==> src/rtl/bnn_param_loader_pkg.sv <==
// rtl/bnn_param_loader_pkg.sv - shared constants and types for the BNN parameter loader
// Purpose : default chain geometry, total parameter bit count, bit counter
//           width and the loader FSM state encoding.
// Ports   : none (package).
package bnn_param_loader_pkg;

   localparam int DEF_INPUTS    = 8;
   localparam int DEF_BIAS_BITS = 3;
   localparam int DEF_NEURONS   = 4;

   // Each neuron holds INPUTS weight bits followed by BIAS_BITS bias bits.
   function automatic int total_bits(input int neurons, input int inputs, input int bias_bits);
      return neurons * (inputs + bias_bits);
   endfunction

   localparam int TOTAL = total_bits(DEF_NEURONS, DEF_INPUTS, DEF_BIAS_BITS);
   localparam int CNT_W = $clog2(TOTAL + 1);

   typedef enum logic [1:0] {
      IDLE = 2'd0,
      LOAD = 2'd1,
      RUN  = 2'd2
   } state_t;

endpackage

==> src/rtl/bnn_param_loader_if.sv <==
// rtl/bnn_param_loader_if.sv - host-side byte and inference handshakes of the loader
// Purpose : bundles the configuration byte stream and the inference
//           request/result handshakes seen by the host.
// Signals : cfg_data/cfg_valid/cfg_ready - parameter bytes, MSB first
//           in_vec/in_valid/in_ready     - inference input vector
//           result/result_valid          - sampled neuron outputs and strobe
// Modports: master (host side), slave (loader side).
interface bnn_param_loader_if #(
   parameter int INPUTS  = 8,
   parameter int NEURONS = 4
);

   logic [7:0]         cfg_data;
   logic               cfg_valid;
   logic               cfg_ready;
   logic [INPUTS-1:0]  in_vec;
   logic               in_valid;
   logic               in_ready;
   logic [NEURONS-1:0] result;
   logic               result_valid;

   modport master (
      output cfg_data,
      output cfg_valid,
      input  cfg_ready,
      output in_vec,
      output in_valid,
      input  in_ready,
      input  result,
      input  result_valid
   );

   modport slave (
      input  cfg_data,
      input  cfg_valid,
      output cfg_ready,
      input  in_vec,
      input  in_valid,
      output in_ready,
      output result,
      output result_valid
   );

endinterface

==> src/rtl/bnn_byte_serializer.sv <==
// rtl/bnn_byte_serializer.sv - one-byte parallel-to-serial buffer, MSB first
// Purpose : holds one accepted configuration byte and presents its bits
//           MSB first, advancing one bit per shift request.
// Ports   : clk, rst_n        - clock, asynchronous active-low reset
//           clear             - drop any held bits, become empty
//           load, data        - capture a byte (only issued while empty)
//           shift             - consume the current MSB
//           msb               - bit currently presented
//           empty             - no unconsumed bits remain
module bnn_byte_serializer (
   input  logic       clk,
   input  logic       rst_n,
   input  logic       clear,
   input  logic       load,
   input  logic [7:0] data,
   input  logic       shift,
   output logic       msb,
   output logic       empty
);

   logic [7:0] sreg_q;
   logic [2:0] cnt_q;
   logic       empty_q;

   // cnt_q is the number of bits left after the one currently at the MSB,
   // so the buffer turns empty on the shift that consumes the last bit.
   always_ff @(posedge clk or negedge rst_n) begin
      if (!rst_n) begin
         sreg_q  <= '0;
         cnt_q   <= '0;
         empty_q <= 1'b1;
      end else if (clear) begin
         sreg_q  <= '0;
         cnt_q   <= '0;
         empty_q <= 1'b1;
      end else if (load) begin
         sreg_q  <= data;
         cnt_q   <= 3'd7;
         empty_q <= 1'b0;
      end else if (shift) begin
         sreg_q <= {sreg_q[6:0], 1'b0};
         if (cnt_q == 3'd0) begin
            empty_q <= 1'b1;
         end else begin
            cnt_q <= cnt_q - 3'd1;
         end
      end
   end

   assign msb   = sreg_q[7];
   assign empty = empty_q;

endmodule

==> src/rtl/bnn_param_loader.sv <==
// rtl/bnn_param_loader.sv - serial parameter loader and inference sequencer for a BNN neuron chain
// Purpose : streams TOTAL configuration bits from host bytes into a
//           daisy-chained neuron array, then runs inference transactions
//           (register input vector, sample neuron outputs one cycle later).
// Ports   : clk, rst_n        - clock, asynchronous active-low reset
//           start            - pulse requesting a parameter reload
//           setup, param_bit - shift enable and serial bit into the chain
//           neuron_in        - registered vector broadcast to all neurons
//           axons            - neuron outputs (combinational from neuron_in)
//           loaded           - a complete parameter load has finished
//           bus              - host byte / inference handshakes (slave)
module bnn_param_loader
   import bnn_param_loader_pkg::*;
#(
   parameter int INPUTS    = DEF_INPUTS,
   parameter int BIAS_BITS = DEF_BIAS_BITS,
   parameter int NEURONS   = DEF_NEURONS
) (
   input  logic               clk,
   input  logic               rst_n,
   input  logic               start,
   output logic               setup,
   output logic               param_bit,
   output logic [INPUTS-1:0]  neuron_in,
   input  logic [NEURONS-1:0] axons,
   output logic               loaded,
   bnn_param_loader_if.slave  bus
);

   localparam int TOT = total_bits(NEURONS, INPUTS, BIAS_BITS);
   // Counter is never narrower than the one sized for the default chain.
   localparam int CW  = (TOT > TOTAL) ? $clog2(TOT + 1) : CNT_W;
   localparam logic [CW-1:0] CNT_FULL = CW'(TOT);
   localparam logic [CW-1:0] CNT_ONE  = CW'(1);

   state_t             state_q, state_d;
   logic [CW-1:0]      cnt_q, cnt_d;
   logic               loaded_q, loaded_d;

   logic               ser_empty;
   logic               ser_msb;
   logic               ser_clear;
   logic               byte_load;
   logic               cfg_ready;
   logic               shift;
   logic               done;
   logic               reload;

   logic               in_ready;
   logic               accept;
   logic               pend_q;
   logic               result_valid_q;
   logic [INPUTS-1:0]  neuron_in_q;
   logic [NEURONS-1:0] result_q;

   bnn_byte_serializer u_ser (
      .clk   (clk),
      .rst_n (rst_n),
      .clear (ser_clear),
      .load  (byte_load),
      .data  (bus.cfg_data),
      .shift (shift),
      .msb   (ser_msb),
      .empty (ser_empty)
   );

   always_comb begin
      reload    = start && (state_q != LOAD);
      cfg_ready = (state_q == LOAD) && ser_empty;
      byte_load = cfg_ready && bus.cfg_valid;
      shift     = (state_q == LOAD) && !ser_empty && (cnt_q != '0);
      done      = shift && (cnt_q == CNT_ONE);
      // Entering RUN throws away whatever is left of the final byte.
      ser_clear = reload || done;
      in_ready  = (state_q == RUN) && !pend_q;
      // A reload request in the same cycle wins over the input handshake.
      accept    = in_ready && bus.in_valid && !start;

      state_d  = state_q;
      cnt_d    = cnt_q;
      loaded_d = loaded_q;

      case (state_q)
         IDLE: begin
            if (start) begin
               state_d  = LOAD;
               cnt_d    = CNT_FULL;
               loaded_d = 1'b0;
            end
         end
         LOAD: begin
            if (shift) begin
               cnt_d = cnt_q - CNT_ONE;
               if (done) begin
                  state_d  = RUN;
                  loaded_d = 1'b1;
               end
            end
         end
         RUN: begin
            if (start) begin
               state_d  = LOAD;
               cnt_d    = CNT_FULL;
               loaded_d = 1'b0;
            end
         end
         default: begin
            state_d  = IDLE;
            cnt_d    = '0;
            loaded_d = 1'b0;
         end
      endcase
   end

   always_ff @(posedge clk or negedge rst_n) begin
      if (!rst_n) begin
         state_q  <= IDLE;
         cnt_q    <= '0;
         loaded_q <= 1'b0;
      end else begin
         state_q  <= state_d;
         cnt_q    <= cnt_d;
         loaded_q <= loaded_d;
      end
   end

   // Inference: vector registered on the accept edge, axons sampled on the
   // following edge while in_ready is held low for that one cycle.
   always_ff @(posedge clk or negedge rst_n) begin
      if (!rst_n) begin
         pend_q         <= 1'b0;
         result_valid_q <= 1'b0;
         neuron_in_q    <= '0;
         result_q       <= '0;
      end else begin
         pend_q         <= accept;
         result_valid_q <= pend_q;
         if (accept) begin
            neuron_in_q <= bus.in_vec;
         end
         if (pend_q) begin
            result_q <= axons;
         end
      end
   end

   assign setup            = shift;
   assign param_bit        = shift & ser_msb;
   assign loaded           = loaded_q;
   assign neuron_in        = neuron_in_q;
   assign bus.cfg_ready    = cfg_ready;
   assign bus.in_ready     = in_ready;
   assign bus.result       = result_q;
   assign bus.result_valid = result_valid_q;

endmodule
==> src/flat_wrapper.sv <==
// flat-port wrapper written by rule: the top's interface ports become plain ports
module bnn_param_loader_flat import bnn_param_loader_pkg::*;
#(
   parameter int INPUTS    = DEF_INPUTS,
   parameter int BIAS_BITS = DEF_BIAS_BITS,
   parameter int NEURONS   = DEF_NEURONS
)
  (clk, rst_n, start, setup, param_bit, neuron_in, axons, loaded, bus_cfg_data, bus_cfg_valid, bus_cfg_ready, bus_in_vec, bus_in_valid, bus_in_ready, bus_result, bus_result_valid);
  bnn_param_loader_if #(.INPUTS(INPUTS), .NEURONS(NEURONS)) bus_i ();
  input  logic clk;
  input  logic rst_n;
  input  logic start;
  output logic setup;
  output logic param_bit;
  output logic [INPUTS-1:0] neuron_in;
  input  logic [NEURONS-1:0] axons;
  output logic loaded;
  input wire logic [$bits(bus_i.cfg_data)-1:0] bus_cfg_data;
  input wire logic [$bits(bus_i.cfg_valid)-1:0] bus_cfg_valid;
  output wire logic [$bits(bus_i.cfg_ready)-1:0] bus_cfg_ready;
  input wire logic [$bits(bus_i.in_vec)-1:0] bus_in_vec;
  input wire logic [$bits(bus_i.in_valid)-1:0] bus_in_valid;
  output wire logic [$bits(bus_i.in_ready)-1:0] bus_in_ready;
  output wire logic [$bits(bus_i.result)-1:0] bus_result;
  output wire logic [$bits(bus_i.result_valid)-1:0] bus_result_valid;
  assign bus_i.cfg_data = bus_cfg_data;
  assign bus_i.cfg_valid = bus_cfg_valid;
  assign bus_cfg_ready = bus_i.cfg_ready;
  assign bus_i.in_vec = bus_in_vec;
  assign bus_i.in_valid = bus_in_valid;
  assign bus_in_ready = bus_i.in_ready;
  assign bus_result = bus_i.result;
  assign bus_result_valid = bus_i.result_valid;
  bnn_param_loader #(.INPUTS(INPUTS), .BIAS_BITS(BIAS_BITS), .NEURONS(NEURONS)) u_core (.clk(clk), .rst_n(rst_n), .start(start), .setup(setup), .param_bit(param_bit), .neuron_in(neuron_in), .axons(axons), .loaded(loaded), .bus(bus_i));
endmodule
==> config.mk <==
export PLATFORM = sky130hd
export DESIGN_NAME = bnn_param_loader_flat
export DESIGN_NICKNAME = d
export VERILOG_FILES = /design/src/rtl/bnn_param_loader_pkg.sv /design/src/rtl/bnn_param_loader_if.sv /design/src/rtl/bnn_byte_serializer.sv /design/src/rtl/bnn_param_loader.sv /design/src/flat_wrapper.sv
export SDC_FILE = /design/constraint.sdc
export NUM_CORES = 1
export LEC_CHECK = 0
export CORE_AREA = 2 2 68 70
export DETAILED_ROUTE_END_ITERATION = 7
export DIE_AREA = 0 0 70 72
export MAX_ROUTING_LAYER = met4
export PLACE_DENSITY = 0.64
export SLEW_MARGIN = 20
export SYNTH_ARGS = -nofsm -noshare
export SYNTH_HDL_FRONTEND = slang
export SYNTH_SLANG_ARGS = --single-unit
==> constraint.sdc <==
create_clock -name clk -period 1.9 [get_ports clk]
set_input_delay 0.38 -clock clk [delete_from_list [all_inputs] [get_ports clk]]
set_output_delay 0.38 -clock clk [all_outputs]
set_load 0.005 [all_outputs]
==> key figures <==
Cells and area
  – Final instance area: 2450 µm²
  – Non-filler cells, final: around 290
  – Syn-to-layout area delta: 45.1%
  – Fin util: 57.4%
  – Share of cells above drive strength 1: 20.2%
  – Ant diodes: 0
  – Nets: 271
  – FILL cells: 368

Yosys
  – Register area share after synthesis: 52.0%
  – Post-synth top area share: 50.4%
  – Leading area contributor after synthesis: dfrtp_1
  – Mapped Cells: between 150 and 200
  – Synth top area cells: dfrtp_1, nand2_1, ha_1, a2bb2oi_1, o21ai_0
  – Mapped cell area: ~1700 µm²
  – Post-synth cell types: 38
  – Synth warn: 0
  – Synthesized netlist net count: 201
  – Avg Inst Size Synth: 9.87 µm²
  – Synth Register Bits: 35

STA
  – Max Freq: 0.541 GHz
  – Fin. max-slew vios: 0
  – Count of final setup violators: 0
  – Slew margin rel.: 69.0%
  – Crit share post-route: 97.3%
  – RSZ-0062 raised after global routing: true
  – Minimum clock period: between 1.5 and 2 ns
  – WHS: 0.479 ns
  – Setup TNS: 0 ns
  – Least-Margin Pin Slew: 0.465 ns
  – Final Hold Violating Endpoints: 0
  – Setup ws final: 0.0516 ns
  – Layout Skew: 0.0103 ns

Clock tree
  – Root Driver: clkbuf_8
  – Worst-Skew Late Latency: 0.29 ns
  – Clock buffer depth: 2
  – Post-CTS Hold Buffers: 0
  – Htree depth: 2
  – Clk sink count: 35
  – Clock transition at the registers of the reported paths: 0.08 ns
  – Num CTS Buffers: 5
  – TritonCTS clock tree: done

Routing
  – Initial drt markers: 80
  – WL final: between 4000 and 5000 µm
  – Routed vias: 1511
  – DR pass1 iterations: 4
  – Final routed DRC violation total: 0
  – Vias per cell: 5.14
  – Routed Antenna Nets: 0
  – Wire per inst: around 14 µm

Global route
  – GRT Overall Usage: 17.8%
  – GRT busiest layer: met2
  – Met1 Resource Use GR: between 10% and 20%
  – Initial antenna violation count: 0
  – Met2 Use GR: 30.8%
  – Remaining global-route overflow: 0
  – Number of global-route vias before repair: 1633
  – First-pass GRT wire length: 6980 µm
  – Largest net degree at the start of global routing: 36
  – M3 GR Usage: 5.00%

Power and ir drop
  – Total power: 3.46 mW
  – Leak pwr: 1.15 nW
  – Power density cells: 1410 nW/µm²
  – Peak supply drop: 887 µV

Floorplanning
  – Die area: 5040 µm²
  – I/O pins: 43
  – Initial Util: 39.6%
  – Num rows: 24
  – Die height: approximately 70 µm
  – Core Area: between 4000 and 5000 µm²
  – Die Span X: 70 µm

Setup path
  – Slowest cell on crit path: dfrtp_1
  – CP endpoint kind: output pin
  – CP startpoint kind: flop
  – FF-to-FF path depth: 7
  – Critical path peak fanout: 3
  – CP peak stage delay: 0.41 ns
  – Crit path DAT: around 1.5 ns
  – Crit-path cells: nor4_4 -> nand2_1 -> nand2_2 -> inv_2 -> and2_4 -> buf_6
  – Worst EP required: 1.52 ns
  – Critical path class: flop to output pin

Status
  – Status: complete, no violations

Place
  – Placed cells: 281
  – Post-DP Area: 2290 µm²
  – Port buffer count: 42
  – RD Place Congestion: 0.871
  – DP Wirelength: roughly 3000 µm
  – Post-Place Worst Slack: -0.0112 ns

Job
  – Max Cap Viol: 0

Min path
  – HP Class: flop to flop
  – WHS Path Cells: 2
## Yosys cell counts, drive strengths merged
master / number
ha: 5
nand2b: 3
clkinv: 1
a32o: 2
nor4: 2
o32ai: 1
nor4bb: 1
buf: 5
nor3b: 1
nand2: 43
xor2: 1
a41oi: 1
dfstp: 1
nand4b: 1
and3: 2
inv: 6
nand3: 5
o22ai: 4
nor2b: 1
or3: 1
o221ai: 2
nand3b: 1
mux2: 4
o21ai: 11
nor2: 11
dfrtp: 34
a2bb2oi: 7
and2: 4
and4bb: 1
xnor2: 1
and2b: 1
a21oi: 6
or4: 1
## cells in the final DEF (no fill, tap or decap), types with 3 or more instances in the layout
cell type	n
nand3_1	5
o22ai_1	3
inv_1	5
ha_1	5
dfrtp_1	34
clkbuf_8	7
a21oi_1	6
and2_1	3
a2bb2oi_1	7
mux2_2	4
o21ai_0	11
nor2_1	11
clkdlybuf4s50_1	38
nand2_1	42
buf_4	26
## critical path, delay by kind of cell (launching register included)
kind                   cells  cell delay [ns]
buffers and inverters      2             0.14
flip-flops                 1             0.41
AND/OR/NAND/NOR            4             0.62
## kinds of logic (layout without fill, tap and decap cells)
logic type	count (synthesis)	in the layout	share of synthesized area (%)
adders and majority gates	5	5	3.71
xor gates and xnor gates	2	2	1.04
muxes	4	4	2.67
DFF	35	35	52.0
buffers and inverters	12	83	3.71
AOI/OAI and AO/OA	34	34	13.4
and+or+nand+nor	79	79	23.5
## layout make-up
| cell class | count | area (µm²) | area share [%] |
|---|---|---|---|
| Clock buffer | 8 | 100 | 4.09 |
| Inverter | 7 | 26.3 | 1.07 |
| Multi-Input combinational cell | 124 | 764 | 31.2 |
| Sequential cell | 35 | 877 | 35.8 |
| Tap cell | 52 | 65.1 | 2.66 |
| Timing Repair Buffer | 68 | 616 | 25.1 |
## metal layers
layer	routed length (µm)	vias to the layer above
met5	0	-
met4	88	0
met3	176	9
met2	2110	46
met1	1770	724
li1	-	732
## path summary, 6_finish.rpt
kind                                      from                      to  slack (ns)
hold / removal             u_core.neuron_in[2]     u_core.neuron_in[2]        0.48
setup reg to reg               u_core.cnt_q[2]  u_core.u_ser.sreg_q[0]        0.10
min in group asynchronous                rst_n         u_core.cnt_q[2]        0.50
max in group asynchronous                rst_n      u_core.u_ser.empty        1.05
hold reg to reg            u_core.neuron_in[2]     u_core.neuron_in[2]        0.48
setup / recovery               u_core.cnt_q[2]               param_bit        0.05
## where the power goes
group / internal [mW] / switching [mW] / total [mW]
Clock: 0.331 / 0.261 / 0.592
Combinational: 0.901 / 0.821 / 1.72
Sequential: 0.987 / 0.160 / 1.15
Total: 2.22 / 1.24 / 3.46
## timing repair
action,CTS,global route
pin swaps,3,4
endpoints found under the setup margin,4,7
resized for setup,10,6
setup buffers,5,0
## sequential cells by signal, summed over array words and instances, names as in the netlist, 2 cells and up
signal and cells:
u_core.state_q 2, u_core.u_ser.cnt_q 3, u_core.bus.result 4, u_core.cnt_q 6, u_core.u_ser.sreg_q 8, u_core.neuron_in 8
Power figures use the tool's default switching activity.
==> RTL change, RTL diff (config.mk and constraints unchanged) <==
Change the package constant `DEF_BIAS_BITS` from 3 to 6.
--- a/src/rtl/bnn_param_loader_pkg.sv
+++ b/src/rtl/bnn_param_loader_pkg.sv
@@ -5,7 +5,7 @@
 package bnn_param_loader_pkg;
 
    localparam int DEF_INPUTS    = 8;
-   localparam int DEF_BIAS_BITS = 3;
+   localparam int DEF_BIAS_BITS = 6;
    localparam int DEF_NEURONS   = 4;
 
    // Each neuron holds INPUTS weight bits followed by BIAS_BITS bias bits.
Check against the original RTL: same outputs for any inputs over 10 cycles, from zero or initial values and one cycle with rst_n low; that may be too few to reach the edited logic, so the function may still have changed.
==> RTL change against the unedited design <==
Fmax up 2.6%; largest cell class unchanged; clock power is 12% higher; sequential cell count stayed put; count of clock-buffer cells in the layout shrank 2; power rose by 2.2%; cell area rose by 3.7%; sequential power fell by 4%; global-route usage grew 2.3 points; highest routed layer unchanged; area after synthesis rose by 5.0%; worst setup slack improved by 0.048 ns; wire length up 4.3%.
==> RTL change: results <==
group,metric,value,unit
synth,ys_seq_area_share,49.5,%
status,outcome,"finished clean",
cts,cts_inserted_buffers,5,
grt,grt_pass1_wl,7.77,mm
sta,fin_worst_skew,0.00715,ns
setup_path,r2r-start,"u_core.cnt_q[1]",
cells_and_area,antenna_cells,0,
sta,setup_viol,0,
setup_path,cp_data_arrival_time,2.00,ns
synth,ys_types,43,
grt,grt_pass1_vias,1651,
setup_path,crit_family,"simple AND/OR/NAND/NOR gates",
cts,cts_buffer_depth,2,
setup_path,cp_slowest_stage_delay,0.50,ns
placement,dpl_cell_area,2390,µm²
synth,synth-main-ff-cell,"dfrtp_1",
cts,clock_latency,0.28,ns
cts,clk_pin_slew,0.07,ns
cts,clockRootBuffer,"clkbuf_8",
cells_and_area,nets,266,
drt,firstDrtPassIters,6,
placement,globalplace.congestion,0.840,
cts,htreeDepth,2,
setup_path,slowest_stage,"or4_1",
grt,grt_max_degree,36,
grt,antenna_found_initial,0,
synth,synth_area_leaders,"dfrtp_1 (48%), mux2_2 (7.6%), ha_1 (3.5%)",
power,leakagePower,0.00117,µW
cells_and_area,drive_above_1_share,24.5,%
power,ir_worst_vdd,0.710,mV
synth,synth.top_cell.area_share,48.0,%
drt,drt-initial-drc-count,94,
sta,whs,0.507,ns
placement,io_buffers,42,
grt,track_usage,20.2,%
min_path,hp-class,"input port to asynchronous set/reset pin",
drt,wl_per_cell,15.0,µm
synth,ys_warn_count,0,
setup_path,critPathMaxFanout,13,
drt,routed_via_density,5.46,
setup_path,r2r_cells,6,
synth,syn_nets,196,
setup_path,r2r_end,"u_core.u_ser.cnt_q[1]",
sta,slew_headroom,70.0,%
placement,post-dp-hpwl,3.18,mm
synth,synthArstFlopShare,100,%
synth,synthTopCellsByCount,"dfrtp_1 (34), nor2_1 (15), a21oi_1 (12), mux2_2 (12)",
setup_path,rrSetupSlack,0.1,ns
-- RTL change: routing by layer --
metal  GRT usage [%]  up-vias  share of wire [%]
li1                -      744                  -
met4            8.55        0                2.1
met1            23.5      797                 42
met3            3.06        6                3.0
met2            35.0       31                 53
met5               -        -                  0
-- RTL change: worst max path at each step --
stage	endpoint	start	slack (ns)	cells after the start
after global routing	u_core.u_ser.sreg_q[7]	u_core.state_q[1]	0.009	7
final	u_core.u_ser.cnt_q[1]	u_core.cnt_q[1]	0.1	6
after floorplan	u_core.u_ser.cnt_q[1]	u_core.cnt_q[0]	0.18	5
after detailed placement	param_bit	u_core.cnt_q[0]	-0.03	5
after CTS	setup	u_core.state_q[0]	0.01	5
after global placement	param_bit	u_core.cnt_q[0]	0.02	5
-- RTL change: final cells by class --
class	count	area [µm²]
inverter	10	37.5
clock buffer	6	72.6
multi-input combinational	115	831
tap	52	65.1
sequential	35	878
timing repair buffer	69	618
clock inverter	2	37.5
fill	354	1720
-- RTL change: cells by family (layout without fill, tap and decap cells) --
logic type	after synthesis	after routing	synth area share [%]
and+or+nand+nor	54	54	16.4
adders and majority gates	5	5	3.53
muxes	14	14	8.75
buffers and inverters	16	87	4.23
DFF	35	35	49.5
xor gates and xnor gates	1	1	0.494
AOI/OAI and AO/OA	41	41	17.1
-- RTL change: repair_timing --
action | CTS | global route
gates resized for setup | 13 | 2
pin swaps | 1 | 0
setup buffers | 4 | 1
endpoints found under the setup margin | 4 | 5
-- RTL change: stage by stage --
| stage | total power, µW | utilization [%] | std cells | setup WS, ns |
|---|---|---|---|---|
| after floorplan | 2190 | - | 166 | 0.176 |
| after global placement | 2780 | 56.0 | 276 | 0.0213 |
| after detailed placement | 2830 | 56.0 | 276 | -0.0280 |
| after CTS | 3540 | 59.5 | 288 | 0.0105 |
| after global routing | 3860 | 59.6 | 289 | 0.00850 |
| final | 3540 | 59.6 | 289 | 0.0992 |
-- RTL change: power by group --
group	leakage, µW	switching [µW]	total [µW]	internal (µW)
clock	0.0000514	270	661	391
sequential	0.000444	130	1100	970
combinational	0.000672	892	1770	882
